--- config.mk ---
export PLATFORM = sky130hd
export DESIGN_NAME = lcd_pcd8544_rx_flat
export DESIGN_NICKNAME = d
export VERILOG_FILES = /design/src/rtl/lcd_pcd8544_rx_pkg.sv /design/src/rtl/lcd_pcd8544_rx_if.sv /design/src/rtl/lcd_pcd8544_rx_spi_shift.sv /design/src/rtl/lcd_pcd8544_rx.sv /design/src/flat_wrapper.sv
export SDC_FILE = /design/constraint.sdc
export NUM_CORES = 2
export LEC_CHECK = 0
export CORE_MARGIN = 2
export CORE_UTILIZATION = 50
export CTS_CLUSTER_SIZE = 12
export DETAILED_ROUTE_END_ITERATION = 16
export PLACE_DENSITY = 0.64
export SLEW_MARGIN = 20
export SYNTH_ARGS = -nofsm -noshare
export SYNTH_HDL_FRONTEND = slang
export SYNTH_SLANG_ARGS = --single-unit
--- constraint.sdc ---
create_clock -name clk -period 17.1 [get_ports clk]
set_clock_uncertainty 0.05 [all_clocks]
set_input_delay 2.565 -clock clk [delete_from_list [all_inputs] [get_ports clk]]
set_output_delay 2.565 -clock clk [all_outputs]
set_load 0.005 [all_outputs]
--- src/rtl/lcd_pcd8544_rx_pkg.sv ---
// Shared constants, opcode masks and the command classifier for the PCD8544 receiver.
package lcd_pcd8544_rx_pkg;

  localparam int unsigned Cols  = 84;
  localparam int unsigned Banks = 6;

  localparam logic [7:0] CmdFsetMask = 8'hF8, CmdFset = 8'h20;
  localparam logic [7:0] CmdDctlMask = 8'hFA, CmdDctl = 8'h08;
  localparam logic [7:0] CmdSetyMask = 8'hF8, CmdSety = 8'h40;
  localparam logic [7:0] CmdSetxMask = 8'h80, CmdSetx = 8'h80;
  localparam logic [7:0] CmdTcMask   = 8'hFC, CmdTc   = 8'h04;
  localparam logic [7:0] CmdBiasMask = 8'hF8, CmdBias = 8'h10;
  localparam logic [7:0] CmdVopMask  = 8'h80, CmdVop  = 8'h80;

  localparam logic       PdRst   = 1'b1;
  localparam logic [1:0] DeRst   = 2'b00;
  localparam logic [6:0] VopRst  = 7'd0;
  localparam logic [2:0] BiasRst = 3'd0;
  localparam logic [1:0] TcRst   = 2'd0;

  typedef enum logic [3:0] {
    OpNop, OpFset, OpDctl, OpSety, OpSetx, OpTc, OpBias, OpVop, OpIllegal
  } op_e;

  // Function set and NOP exist in both instruction sets; the rest depend on H.
  function automatic op_e decode_cmd(input logic [7:0] b, input logic h);
    op_e op;
    op = OpIllegal;
    if (b == 8'h00)                             op = OpNop;
    else if ((b & CmdFsetMask) == CmdFset)      op = OpFset;
    else if (!h) begin
      if ((b & CmdSetxMask) == CmdSetx)         op = OpSetx;
      else if ((b & CmdSetyMask) == CmdSety)    op = OpSety;
      else if ((b & CmdDctlMask) == CmdDctl)    op = OpDctl;
    end else begin
      if ((b & CmdVopMask) == CmdVop)           op = OpVop;
      else if ((b & CmdTcMask) == CmdTc)        op = OpTc;
      else if ((b & CmdBiasMask) == CmdBias)    op = OpBias;
    end
    return op;
  endfunction

endpackage

--- src/rtl/lcd_pcd8544_rx_if.sv ---
// PCD8544 3-wire serial bus as seen by the display controller and by this receiver.
interface lcd_pcd8544_rx_if;
  logic sclk;
  logic sce;
  logic sdc;
  logic sdin;

  modport master (output sclk, sce, sdc, sdin);
  modport slave  (input  sclk, sce, sdc, sdin);
endinterface

--- src/rtl/lcd_pcd8544_rx_spi_shift.sv ---
// Synchronises the async serial bus into clk and assembles MSB-first bytes.
module lcd_pcd8544_rx_spi_shift #(
  parameter int unsigned SyncStages = 2
) (
  input  logic                      clk,
  input  logic                      rst_n,
  lcd_pcd8544_rx_if.slave           bus_if,
  output logic                      byte_vld_o,
  output logic [7:0]                byte_dat_o,
  output logic                      byte_dc_o
);

  logic [SyncStages-1:0] sclk_sync_q, sce_sync_q, sdc_sync_q, sdin_sync_q;
  logic                  sclk_prev_q;
  logic [6:0]            shift_q, shift_d;
  logic [2:0]            bitcnt_q, bitcnt_d;
  logic                  vld_q, vld_d;
  logic [7:0]            dat_q, dat_d;
  logic                  dc_q, dc_d;

  logic sclk_s, sce_s, sdc_s, sdin_s, rise;

  assign sclk_s = sclk_sync_q[SyncStages-1];
  assign sce_s  = sce_sync_q[SyncStages-1];
  assign sdc_s  = sdc_sync_q[SyncStages-1];
  assign sdin_s = sdin_sync_q[SyncStages-1];
  assign rise   = sclk_s & ~sclk_prev_q;

  always_comb begin
    shift_d  = shift_q;
    bitcnt_d = bitcnt_q;
    vld_d    = 1'b0;
    dat_d    = dat_q;
    dc_d     = dc_q;
    if (sce_s) begin
      bitcnt_d = 3'd0;
    end else if (rise) begin
      shift_d  = {shift_q[5:0], sdin_s};
      bitcnt_d = bitcnt_q + 3'd1;
      if (bitcnt_q == 3'd7) begin
        dat_d = {shift_q, sdin_s};
        dc_d  = sdc_s;
        vld_d = 1'b1;
      end
    end
  end

  // Chip enable resets high so a reset never looks like a selected bus.
  always_ff @(posedge clk) begin
    if (!rst_n) begin
      sclk_sync_q <= '0;
      sce_sync_q  <= '1;
      sdc_sync_q  <= '0;
      sdin_sync_q <= '0;
      sclk_prev_q <= 1'b0;
      shift_q     <= '0;
      bitcnt_q    <= '0;
      vld_q       <= 1'b0;
      dat_q       <= '0;
      dc_q        <= 1'b0;
    end else begin
      sclk_sync_q <= {sclk_sync_q[SyncStages-2:0], bus_if.sclk};
      sce_sync_q  <= {sce_sync_q[SyncStages-2:0], bus_if.sce};
      sdc_sync_q  <= {sdc_sync_q[SyncStages-2:0], bus_if.sdc};
      sdin_sync_q <= {sdin_sync_q[SyncStages-2:0], bus_if.sdin};
      sclk_prev_q <= sclk_s;
      shift_q     <= shift_d;
      bitcnt_q    <= bitcnt_d;
      vld_q       <= vld_d;
      dat_q       <= dat_d;
      dc_q        <= dc_d;
    end
  end

  assign byte_vld_o = vld_q;
  assign byte_dat_o = dat_q;
  assign byte_dc_o  = dc_q;

endmodule

--- src/rtl/lcd_pcd8544_rx.sv ---
// PCD8544 bus responder: decodes commands, tracks X/Y and mirrors display RAM for host readback.
module lcd_pcd8544_rx
  import lcd_pcd8544_rx_pkg::*;
#(
  parameter int unsigned SyncStages = 2,
  parameter int unsigned NumCols    = Cols,
  parameter int unsigned NumBanks   = Banks
) (
  input  logic        clk,
  input  logic        rst_n,
  lcd_pcd8544_rx_if.slave bus_if,
  input  logic [8:0]  rd_addr_i,
  output logic [7:0]  rd_data_o,
  output logic        byte_vld_o,
  output logic [7:0]  byte_dat_o,
  output logic        byte_dc_o,
  output logic        pd_o,
  output logic        v_o,
  output logic        h_o,
  output logic [1:0]  disp_de_o,
  output logic [6:0]  vop_o,
  output logic [2:0]  bias_o,
  output logic [1:0]  tc_o,
  output logic [6:0]  cur_x_o,
  output logic [2:0]  cur_y_o,
  output logic        frame_done_o,
  output logic        cmd_err_o
);

  localparam int unsigned Depth = NumCols * NumBanks;

  logic       byte_vld, byte_dc;
  logic [7:0] byte_dat;

  lcd_pcd8544_rx_spi_shift #(.SyncStages(SyncStages)) u_shift (
    .clk        (clk),
    .rst_n      (rst_n),
    .bus_if     (bus_if),
    .byte_vld_o (byte_vld),
    .byte_dat_o (byte_dat),
    .byte_dc_o  (byte_dc)
  );

  logic       pd_q, pd_d, v_q, v_d, h_q, h_d;
  logic [1:0] de_q, de_d, tc_q, tc_d;
  logic [6:0] vop_q, vop_d, x_q, x_d;
  logic [2:0] bias_q, bias_d, y_q, y_d;
  logic       fd_q, fd_d, err_q, err_d;
  logic [7:0] rd_data_q;
  logic [7:0] mem_q [Depth];
  logic [8:0] wr_addr;
  logic       last_x, last_y, we;
  op_e        op;

  assign wr_addr = 9'(y_q) * 9'(NumCols) + 9'(x_q);
  assign last_x  = (x_q == 7'(NumCols - 1));
  assign last_y  = (y_q == 3'(NumBanks - 1));
  assign we      = byte_vld & byte_dc;

  always_comb begin
    pd_d = pd_q;  v_d = v_q;  h_d = h_q;
    de_d = de_q;  tc_d = tc_q;  vop_d = vop_q;  bias_d = bias_q;
    x_d  = x_q;   y_d = y_q;
    fd_d = 1'b0;  err_d = 1'b0;
    op   = decode_cmd(byte_dat, h_q);
    if (byte_vld && byte_dc) begin
      fd_d = last_x & last_y;
      // Horizontal mode walks X first, vertical mode walks Y first.
      if (!v_q) begin
        if (last_x) begin
          x_d = '0;
          y_d = last_y ? '0 : y_q + 3'd1;
        end else begin
          x_d = x_q + 7'd1;
        end
      end else begin
        if (last_y) begin
          y_d = '0;
          x_d = last_x ? '0 : x_q + 7'd1;
        end else begin
          y_d = y_q + 3'd1;
        end
      end
    end else if (byte_vld) begin
      unique case (op)
        OpNop:  ;
        OpFset: begin pd_d = byte_dat[2]; v_d = byte_dat[1]; h_d = byte_dat[0]; end
        OpDctl: de_d = {byte_dat[2], byte_dat[0]};
        OpSety: begin
          if (32'(byte_dat[2:0]) < NumBanks) y_d = byte_dat[2:0];
          else err_d = 1'b1;
        end
        OpSetx: begin
          if (32'(byte_dat[6:0]) < NumCols) x_d = byte_dat[6:0];
          else err_d = 1'b1;
        end
        OpTc:   tc_d   = byte_dat[1:0];
        OpBias: bias_d = byte_dat[2:0];
        OpVop:  vop_d  = byte_dat[6:0];
        default: err_d = 1'b1;
      endcase
    end
  end

  always_ff @(posedge clk) begin
    if (!rst_n) begin
      pd_q <= PdRst;  v_q <= 1'b0;  h_q <= 1'b0;
      de_q <= DeRst;  tc_q <= TcRst;  vop_q <= VopRst;  bias_q <= BiasRst;
      x_q  <= '0;     y_q <= '0;
      fd_q <= 1'b0;   err_q <= 1'b0;
    end else begin
      pd_q <= pd_d;   v_q <= v_d;   h_q <= h_d;
      de_q <= de_d;   tc_q <= tc_d; vop_q <= vop_d; bias_q <= bias_d;
      x_q  <= x_d;    y_q <= y_d;
      fd_q <= fd_d;   err_q <= err_d;
    end
  end

  // Frame mirror is deliberately not reset; a read racing a write returns the old byte.
  always_ff @(posedge clk) begin
    if (we) mem_q[wr_addr] <= byte_dat;
  end

  always_ff @(posedge clk) begin
    if (!rst_n)                       rd_data_q <= '0;
    else if (32'(rd_addr_i) < Depth)  rd_data_q <= mem_q[rd_addr_i];
    else                              rd_data_q <= '0;
  end

  assign rd_data_o    = rd_data_q;
  assign byte_vld_o   = byte_vld;
  assign byte_dat_o   = byte_dat;
  assign byte_dc_o    = byte_dc;
  assign pd_o         = pd_q;
  assign v_o          = v_q;
  assign h_o          = h_q;
  assign disp_de_o    = de_q;
  assign vop_o        = vop_q;
  assign bias_o       = bias_q;
  assign tc_o         = tc_q;
  assign cur_x_o      = x_q;
  assign cur_y_o      = y_q;
  assign frame_done_o = fd_q;
  assign cmd_err_o    = err_q;

endmodule
--- src/flat_wrapper.sv ---
// flat-port wrapper written by rule: the top's interface ports become plain ports
module lcd_pcd8544_rx_flat import lcd_pcd8544_rx_pkg::*;
#(
  parameter int unsigned SyncStages = 2,
  parameter int unsigned NumCols    = Cols,
  parameter int unsigned NumBanks   = Banks
)
  (clk, rst_n, rd_addr_i, rd_data_o, byte_vld_o, byte_dat_o, byte_dc_o, pd_o, v_o, h_o, disp_de_o, vop_o, bias_o, tc_o, cur_x_o, cur_y_o, frame_done_o, cmd_err_o, bus_if_sclk, bus_if_sce, bus_if_sdc, bus_if_sdin);
  lcd_pcd8544_rx_if bus_if_i ();
  input  logic clk;
  input  logic rst_n;
  input  logic [8:0] rd_addr_i;
  output logic [7:0] rd_data_o;
  output logic byte_vld_o;
  output logic [7:0] byte_dat_o;
  output logic byte_dc_o;
  output logic pd_o;
  output logic v_o;
  output logic h_o;
  output logic [1:0] disp_de_o;
  output logic [6:0] vop_o;
  output logic [2:0] bias_o;
  output logic [1:0] tc_o;
  output logic [6:0] cur_x_o;
  output logic [2:0] cur_y_o;
  output logic frame_done_o;
  output logic cmd_err_o;
  input wire logic [$bits(bus_if_i.sclk)-1:0] bus_if_sclk;
  input wire logic [$bits(bus_if_i.sce)-1:0] bus_if_sce;
  input wire logic [$bits(bus_if_i.sdc)-1:0] bus_if_sdc;
  input wire logic [$bits(bus_if_i.sdin)-1:0] bus_if_sdin;
  assign bus_if_i.sclk = bus_if_sclk;
  assign bus_if_i.sce = bus_if_sce;
  assign bus_if_i.sdc = bus_if_sdc;
  assign bus_if_i.sdin = bus_if_sdin;
  lcd_pcd8544_rx #(.SyncStages(SyncStages), .NumCols(NumCols), .NumBanks(NumBanks)) u_core (.clk(clk), .rst_n(rst_n), .bus_if(bus_if_i), .rd_addr_i(rd_addr_i), .rd_data_o(rd_data_o), .byte_vld_o(byte_vld_o), .byte_dat_o(byte_dat_o), .byte_dc_o(byte_dc_o), .pd_o(pd_o), .v_o(v_o), .h_o(h_o), .disp_de_o(disp_de_o), .vop_o(vop_o), .bias_o(bias_o), .tc_o(tc_o), .cur_x_o(cur_x_o), .cur_y_o(cur_y_o), .frame_done_o(frame_done_o), .cmd_err_o(cmd_err_o));
endmodule
Word-level counts from Yosys, hierarchy flattened --
Memories as Yosys holds them, arrays and structs flattened. A register that Yosys moved wholly into a read port is not among the register bits. Index checks and enable logic that the tools add are counted. W data, S select, Z words.
Word-level totals: input port bits 15, flip-flop bits (word level) 58, logic and storage cells 109, bits in writable memories 4032, memories kept 1, output and inout bits 47
Memory list:
- u_core.mem_q | words 504, bits a word 8, read ports 1, clocked after memory_dff 1, wr ports 1, RTL line lcd_pcd8544_rx.sv:50 | logic [7:0] mem_q [Depth];
Operators by class: reduce and logical (&&, ||, !) cells 24, muxes and demuxes 29, $lt $le $gt $ge 3, $mul 1, bitwise gates (word level) 9, equal/unequal tests 17, $add $sub $neg 4
Operator list (number):
- $mux W7 | 7
- $mux W4 | 9
- $mux W3 | 7
- $reduce_and A3 Y1 | 6
- $eq A4 B3 Y1 const B | 4
- $reduce_bool A2 Y1 | 5
- $add A9 B7 Y9 | 1
- $lt A9 B9 Y1 const B | 1
- $eq A4 B2 Y1 const B | 2
- $logic_not A8 Y1 | 1
- $reduce_and A4 Y1 | 2
- $add A7 B1 Y7 const B | 1
- $eq A7 B7 Y1 const B | 1
- $lt A7 B7 Y1 const B | 1
- $mul A3 B5 Y7 const B | 1
- $add A3 B1 Y3 const B | 2
- $eq A3 B3 Y1 const B | 2
- $eq A6 B1 Y1 const B | 1
- $eq A6 B2 Y1 const B | 1
- $not A1 Y1 | 6
- $reduce_and A2 Y1 | 3
- $reduce_or A3 Y1 | 2
- $reduce_or A6 Y1 | 1
- $eq A5 B2 Y1 const B | 1
- 13 further kinds | 19

Longest topological paths before layout --
word-level depth 11, mapped depth 14, mapped depth without buffers 10

Hierarchy --
A second synthesis with hierarchy kept.
Unflattened totals: cells, all modules 7664, area, all modules 159510.5 µm²
Modules (own cells, without submodules):
- lcd_pcd8544_rx | sequential area each 121816.8 µm², cells each 7565, area each 158494.5 µm², times used 1
- lcd_pcd8544_rx_spi_shift | sequential area each 580.6 µm², cells each 99, area each 1016.0 µm², times used 1

Least setup slack after synthesis --
No wires, ideal clock.
path type register -> register, from reg u_core.u_shift.dat_q[7], in the netlist u_core.u_shift.byte_dat_o[7], to reg u_core.x_q[3], in the netlist u_core.cur_x_o[3], buffers on the path 2, stages on the path, launching flop included 11, data required time 16.927 ns, arrival 9.069 ns, path slack 7.858 ns, clock period less this slack 9.242 ns, setup time 0.123 ns, path through dfxtp_1 -> buf_4 -> nor3_1 -> nand3b_1 -> and3_4 -> nor3_2 -> nor4_1 -> o21ai_2 -> buf_6 -> a221oi_1 -> nor3_2
Between the ends: word-level cells in the longest chain between the ends 10, elaborated cells between the ends (all ways) 18, classes of those cells 6 x eq/ne; 9 x mux; 3 x reduce/logical
Ends and longest elaborated chain:
- start, declared | RTL line lcd_pcd8544_rx_spi_shift.sv:18 | logic [7:0] dat_q, dat_d;
- start signal, assigned | RTL line lcd_pcd8544_rx_spi_shift.sv:70 | dat_q <= dat_d;
- $eq A6 B2 Y1 or $eq A5 B2 Y1 (tied branches) | RTL line lcd_pcd8544_rx_pkg.sv:34, lcd_pcd8544_rx_pkg.sv:38
- $mux W4 (on tied branches) | RTL line lcd_pcd8544_rx_pkg.sv:34, lcd_pcd8544_rx_pkg.sv:38
- $mux W4 (on tied branches) | RTL line lcd_pcd8544_rx_pkg.sv:33, lcd_pcd8544_rx_pkg.sv:37
- $mux W4 (on tied branches) | RTL line lcd_pcd8544_rx_pkg.sv:32, lcd_pcd8544_rx_pkg.sv:36
- $mux W4 | RTL line lcd_pcd8544_rx_pkg.sv:31 | else if (!h) begin
- $mux W4 | RTL line lcd_pcd8544_rx_pkg.sv:30 | else if ((b & CmdFsetMask) == CmdFset) op = OpFset;
- $mux W4 (*) | RTL line lcd_pcd8544_rx_pkg.sv:29 | if (b == 8'h00) op = OpNop;
- $eq A4 B3 Y1 (*) | RTL line lcd_pcd8544_rx.sv:85 | unique case (op)
- $reduce_bool A2 Y1 (no source line) (*)
- $reduce_and A4 Y1 (no source line) (*)
- end signal, assigned | RTL line lcd_pcd8544_rx.sv:109 | x_q <= '0; y_q <= '0;
- end signal, assigned | RTL line lcd_pcd8544_rx.sv:114 | x_q <= x_d; y_q <= y_d;
- end, declared | RTL line lcd_pcd8544_rx.sv:46 | logic [6:0] vop_q, vop_d, x_q, x_d;
Mark *: on every way between the ends. The rest lies on a longest branch, timed or not. A chain may end at the register's enable or synchronous reset.

Worst setup path after layout --
from in rd_addr_i[0], to reg u_core.rd_data_q[2], in the netlist u_core.rd_data_o[2], read port of u_core.mem_q
Between the ends: word-level cells in the longest chain between the ends 3
Ends and longest elaborated chain:
- start, declared | RTL line flat_wrapper.sv:12 | input logic [8:0] rd_addr_i;
- $lt A9 B9 Y1 | RTL line lcd_pcd8544_rx.sv:126 | else if (32'(rd_addr_i) < Depth) rd_data_q <= mem_q[rd_addr_i];
- $reduce_and A2 Y1 (no source line)
- $logic_not A1 Y1 (no source line)
- end, declared | RTL line lcd_pcd8544_rx.sv:49 | logic [7:0] rd_data_q;
Parallel ways exist; a longest one is shown, timed or not.

==> metrics.md <==
| Metric | Value |
|---|---|
| I/O pin count | `62` |
| Crit path DAT | `8.35 ns` |
| First-pass DRT Iterations | `9` |
| Synthesis-to-layout area growth | `11.1%` |
| Top-count cell post-synth | `edfxtp_1` |
| Vias | `82700` |
| Global Route Usage Sum | `27.9%` |
| Clock buffer count from CTS | `415` |
| Main synth FF type | `edfxtp_1` |
| Tmin final | `7.54 ns` |
| Worst skew pair latency | `0.96 ns` |
| Slew @ Worst Pin | `1.22 ns` |
| Ys async rst share | `0%` |
| Die area | `324000 um2` |
| Post_cts resized | `0` |
| Final setup viols | `0` |
| Layout cells sized above 1 | `20.9%` |
| Syn Area/Cell | `20.5 um2` |
| CP Launch Type | `input pin` |
| DRT iter0 DRCs | `12800` |
| Vias in the first global route | `81000` |
| Final TNS setup | `0 ns` |
| Via/cell ratio | `6.62` |
| Drt wl/cell | `36.5 um` |
| Synth Net Count | `7818` |
| Count of cell types in the netlist | `80` |
| Die width | `569 um` |
| PwrDens | `114 nW/um2` |
| Fin util | `55.8%` |
| CTS Hold Buffers Added | `0` |
| Post-CTS setup buffer count | `0` |
| IO Port Bufs | `61` |
| Flops & latches, synth | `4098` |
| Pleak | `56.1 nW` |
| Critical setup path kind | `input pin to register` |
| Final Max Tran Viols | `0` |
| CTS clk-pin slew, worst paths | `0.06 ns` |
| Initial antenna violation count | `46` |
| Final period util | `44.1%` |
| Share of the synthesized area in the top cell type | `75.9%` |
| Relative slew slack | `18.3%` |
| Post-synth EDFFs | `4032` |
| RSZ-0062 raised after global routing | `false` |
| Deepest clock path buffer count | `4` |
| TritonCTS Sinks | `4098` |
| Status | `finished clean` |
| Worst VDD drop | `0.0931 mV` |
| Most frequent cells after synthesis | `edfxtp_1, mux4_2, nor2_1, mux2i_1, nand2_1` |
| Die Y | `569 um` |
| CP max FO | `89` |
| Final hold viol count | `0` |
| Area leader, netlist | `edfxtp_1` |
| Core Area | `318000 um2` |
| Post-route ant nets | `0` |
| Dpl ws | `8.54 ns` |
| Clock Tree Root | `clkbuf_16` |
| Drt drc | `0` |
| Register area share after synthesis | `76.7%` |
| GP Congestion | `0.872` |
| CP required | `17.91 ns` |
| CTS tree | `done` |
| Number of nets in the layout | `8015` |
| Warnings, synthesis | `0` |
| Core Rows | `207` |
| H-tree lvl count | `5` |
| DPL Wire Length | `274 mm` |
| Max cap viols | `0` |
| Cell Area, Synth | `160000 um2` |
| Min-delay worst type | `register to register` |
| Worst setup margin | `9.56 ns` |
| Largest net degree at the start of global routing | `220` |
| Max Fclk | `0.133 GHz` |
| Total Wirelength | `455 mm` |
| Crit path capture type | `register` |
| Mapped Cells | `7788` |
| Initial core utilization | `50.2%` |
| GR Overflow Total | `0` |
| Global-route wire length before repair | `632 mm` |
| Area contributors post-synth | `edfxtp_1, mux4_2, mux2i_1` |
[per-stage QoR]
stage | hold slack [ns] | std cells | area, um2 | total power [mW]
6_report | 0.365 | 12500 | 177000 | 20.2
3_5_place_dp | 0.352 | 11700 | 165000 | 11.9
3_3_place_gp | 0.352 | 11700 | 165000 | 11.9
5_1_grt | 0.399 | 12500 | 177000 | 20.6
2_1_floorplan | 0.336 | 7788 | 160000 | 11.6
4_1_cts | 0.368 | 12500 | 177000 | 20.2
[path summary, 6_finish.rpt]
kind | startpoint | to | slack, ns | cells after the start
worst max register to register | u_core.cur_y_o[2]$_SDFFE_PN0P_ | u_core.mem_q[62][4]$_DFFE_PP_ | 11.95 | 10
worst max-delay path | rd_addr_i[0] | u_core.rd_data_o[2]$_SDFF_PN0_ | 9.56 | 11
worst min register to register | u_core.u_shift.sce_sync_q[0]$_SDFF_PN1_ | u_core.u_shift.sce_sync_q[1]$_SDFF_PN1_ | 0.37 | 1
worst min-delay path | u_core.u_shift.sce_sync_q[0]$_SDFF_PN1_ | u_core.u_shift.sce_sync_q[1]$_SDFF_PN1_ | 0.37 | 1
[sequential cells by signal (all words and copies together) (netlist names)]
register and count:
u_core.u_shift.sclk_sync_q 2, u_core.bias_o 3, u_core.u_shift.sdin_sync_q 2, u_core.pd_o 1, u_core.tc_o 2, u_core.h_o 1, u_core.u_shift.byte_dc_o 1, u_core.v_o 1
u_core.u_shift.bitcnt_q 3, u_core.disp_de_o 2, u_core.rd_data_o 8, u_core.mem_q 4032, u_core.vop_o 7, u_core.u_shift.sclk_prev_q 1, u_core.u_shift.byte_dat_o 8, u_core.u_shift.sdc_sync_q 2
u_core.cur_y_o 3, u_core.u_shift.byte_vld_o 1, u_core.cur_x_o 7, u_core.u_shift.sce_sync_q 2, u_core.u_shift.shift_q 7, u_core.cmd_err_o 1, u_core.frame_done_o 1
[cells in the final DEF (no fill, tap or decap), types with 70 or more instances in the layout]
cell type,netlist,routed
nor2_1,593,588
nor3_1,80,70
o22ai_1,75,75
o221ai_1,80,80
mux2i_1,358,358
nand2_1,281,264
clkinv_1,3,75
mux4_2,911,911
clkbuf_16,0,420
a22oi_1,136,136
edfxtp_1,4032,4032
clkbuf_1,231,134
buf_4,81,177
a21oi_1,161,161
[final cells by class]
cell class	count	area, um2
fill	23400	140000
sequential	4098	122000
multi-input combinational	3200	34900
clock buffer	563	11100
tap	4180	5230
timing repair buffer	255	2290
clock inverter	144	1240
inverter	15	71.3
antenna	22	55.1
[layer usage]
layer  up-vias  wire (um)  share of wire (%)  GRT usage, %
li1      32700          -                  -             -
met1     44100     173000                 38          39.2
met2      4977     214000                 47          43.0
met3       872      49700                 11          6.06
met4        22      18500                4.1          10.7
met5         -        343              0.075         0.461
[cells by family after synthesis]
family	synth area share, %
buf+inv	1.62
simple gates	3.13
xor+xnor	0.0823
flops	76.7
compound gates	3.03
fa+ha+maj	0.122
mux	15.3
[power breakdown]
group          internal (mW)  switching (mW)
Clock                   4.71            3.77
Combinational          0.305           0.504
Sequential              10.9         0.00928
Total                   15.9            4.29
[worst max-delay path, stage by stage]
cell and delay, ns:
buf_16 0.46, buf_4 0.68, buf_4 0.66, buf_4 0.76
buf_4 0.75, mux4_2 0.60, a22oi_1 0.22, a21oi_1 0.09
nor3_1 0.74, o21ai_0 0.25, a41o_1 0.31
(Power assumes the default switching activity.)
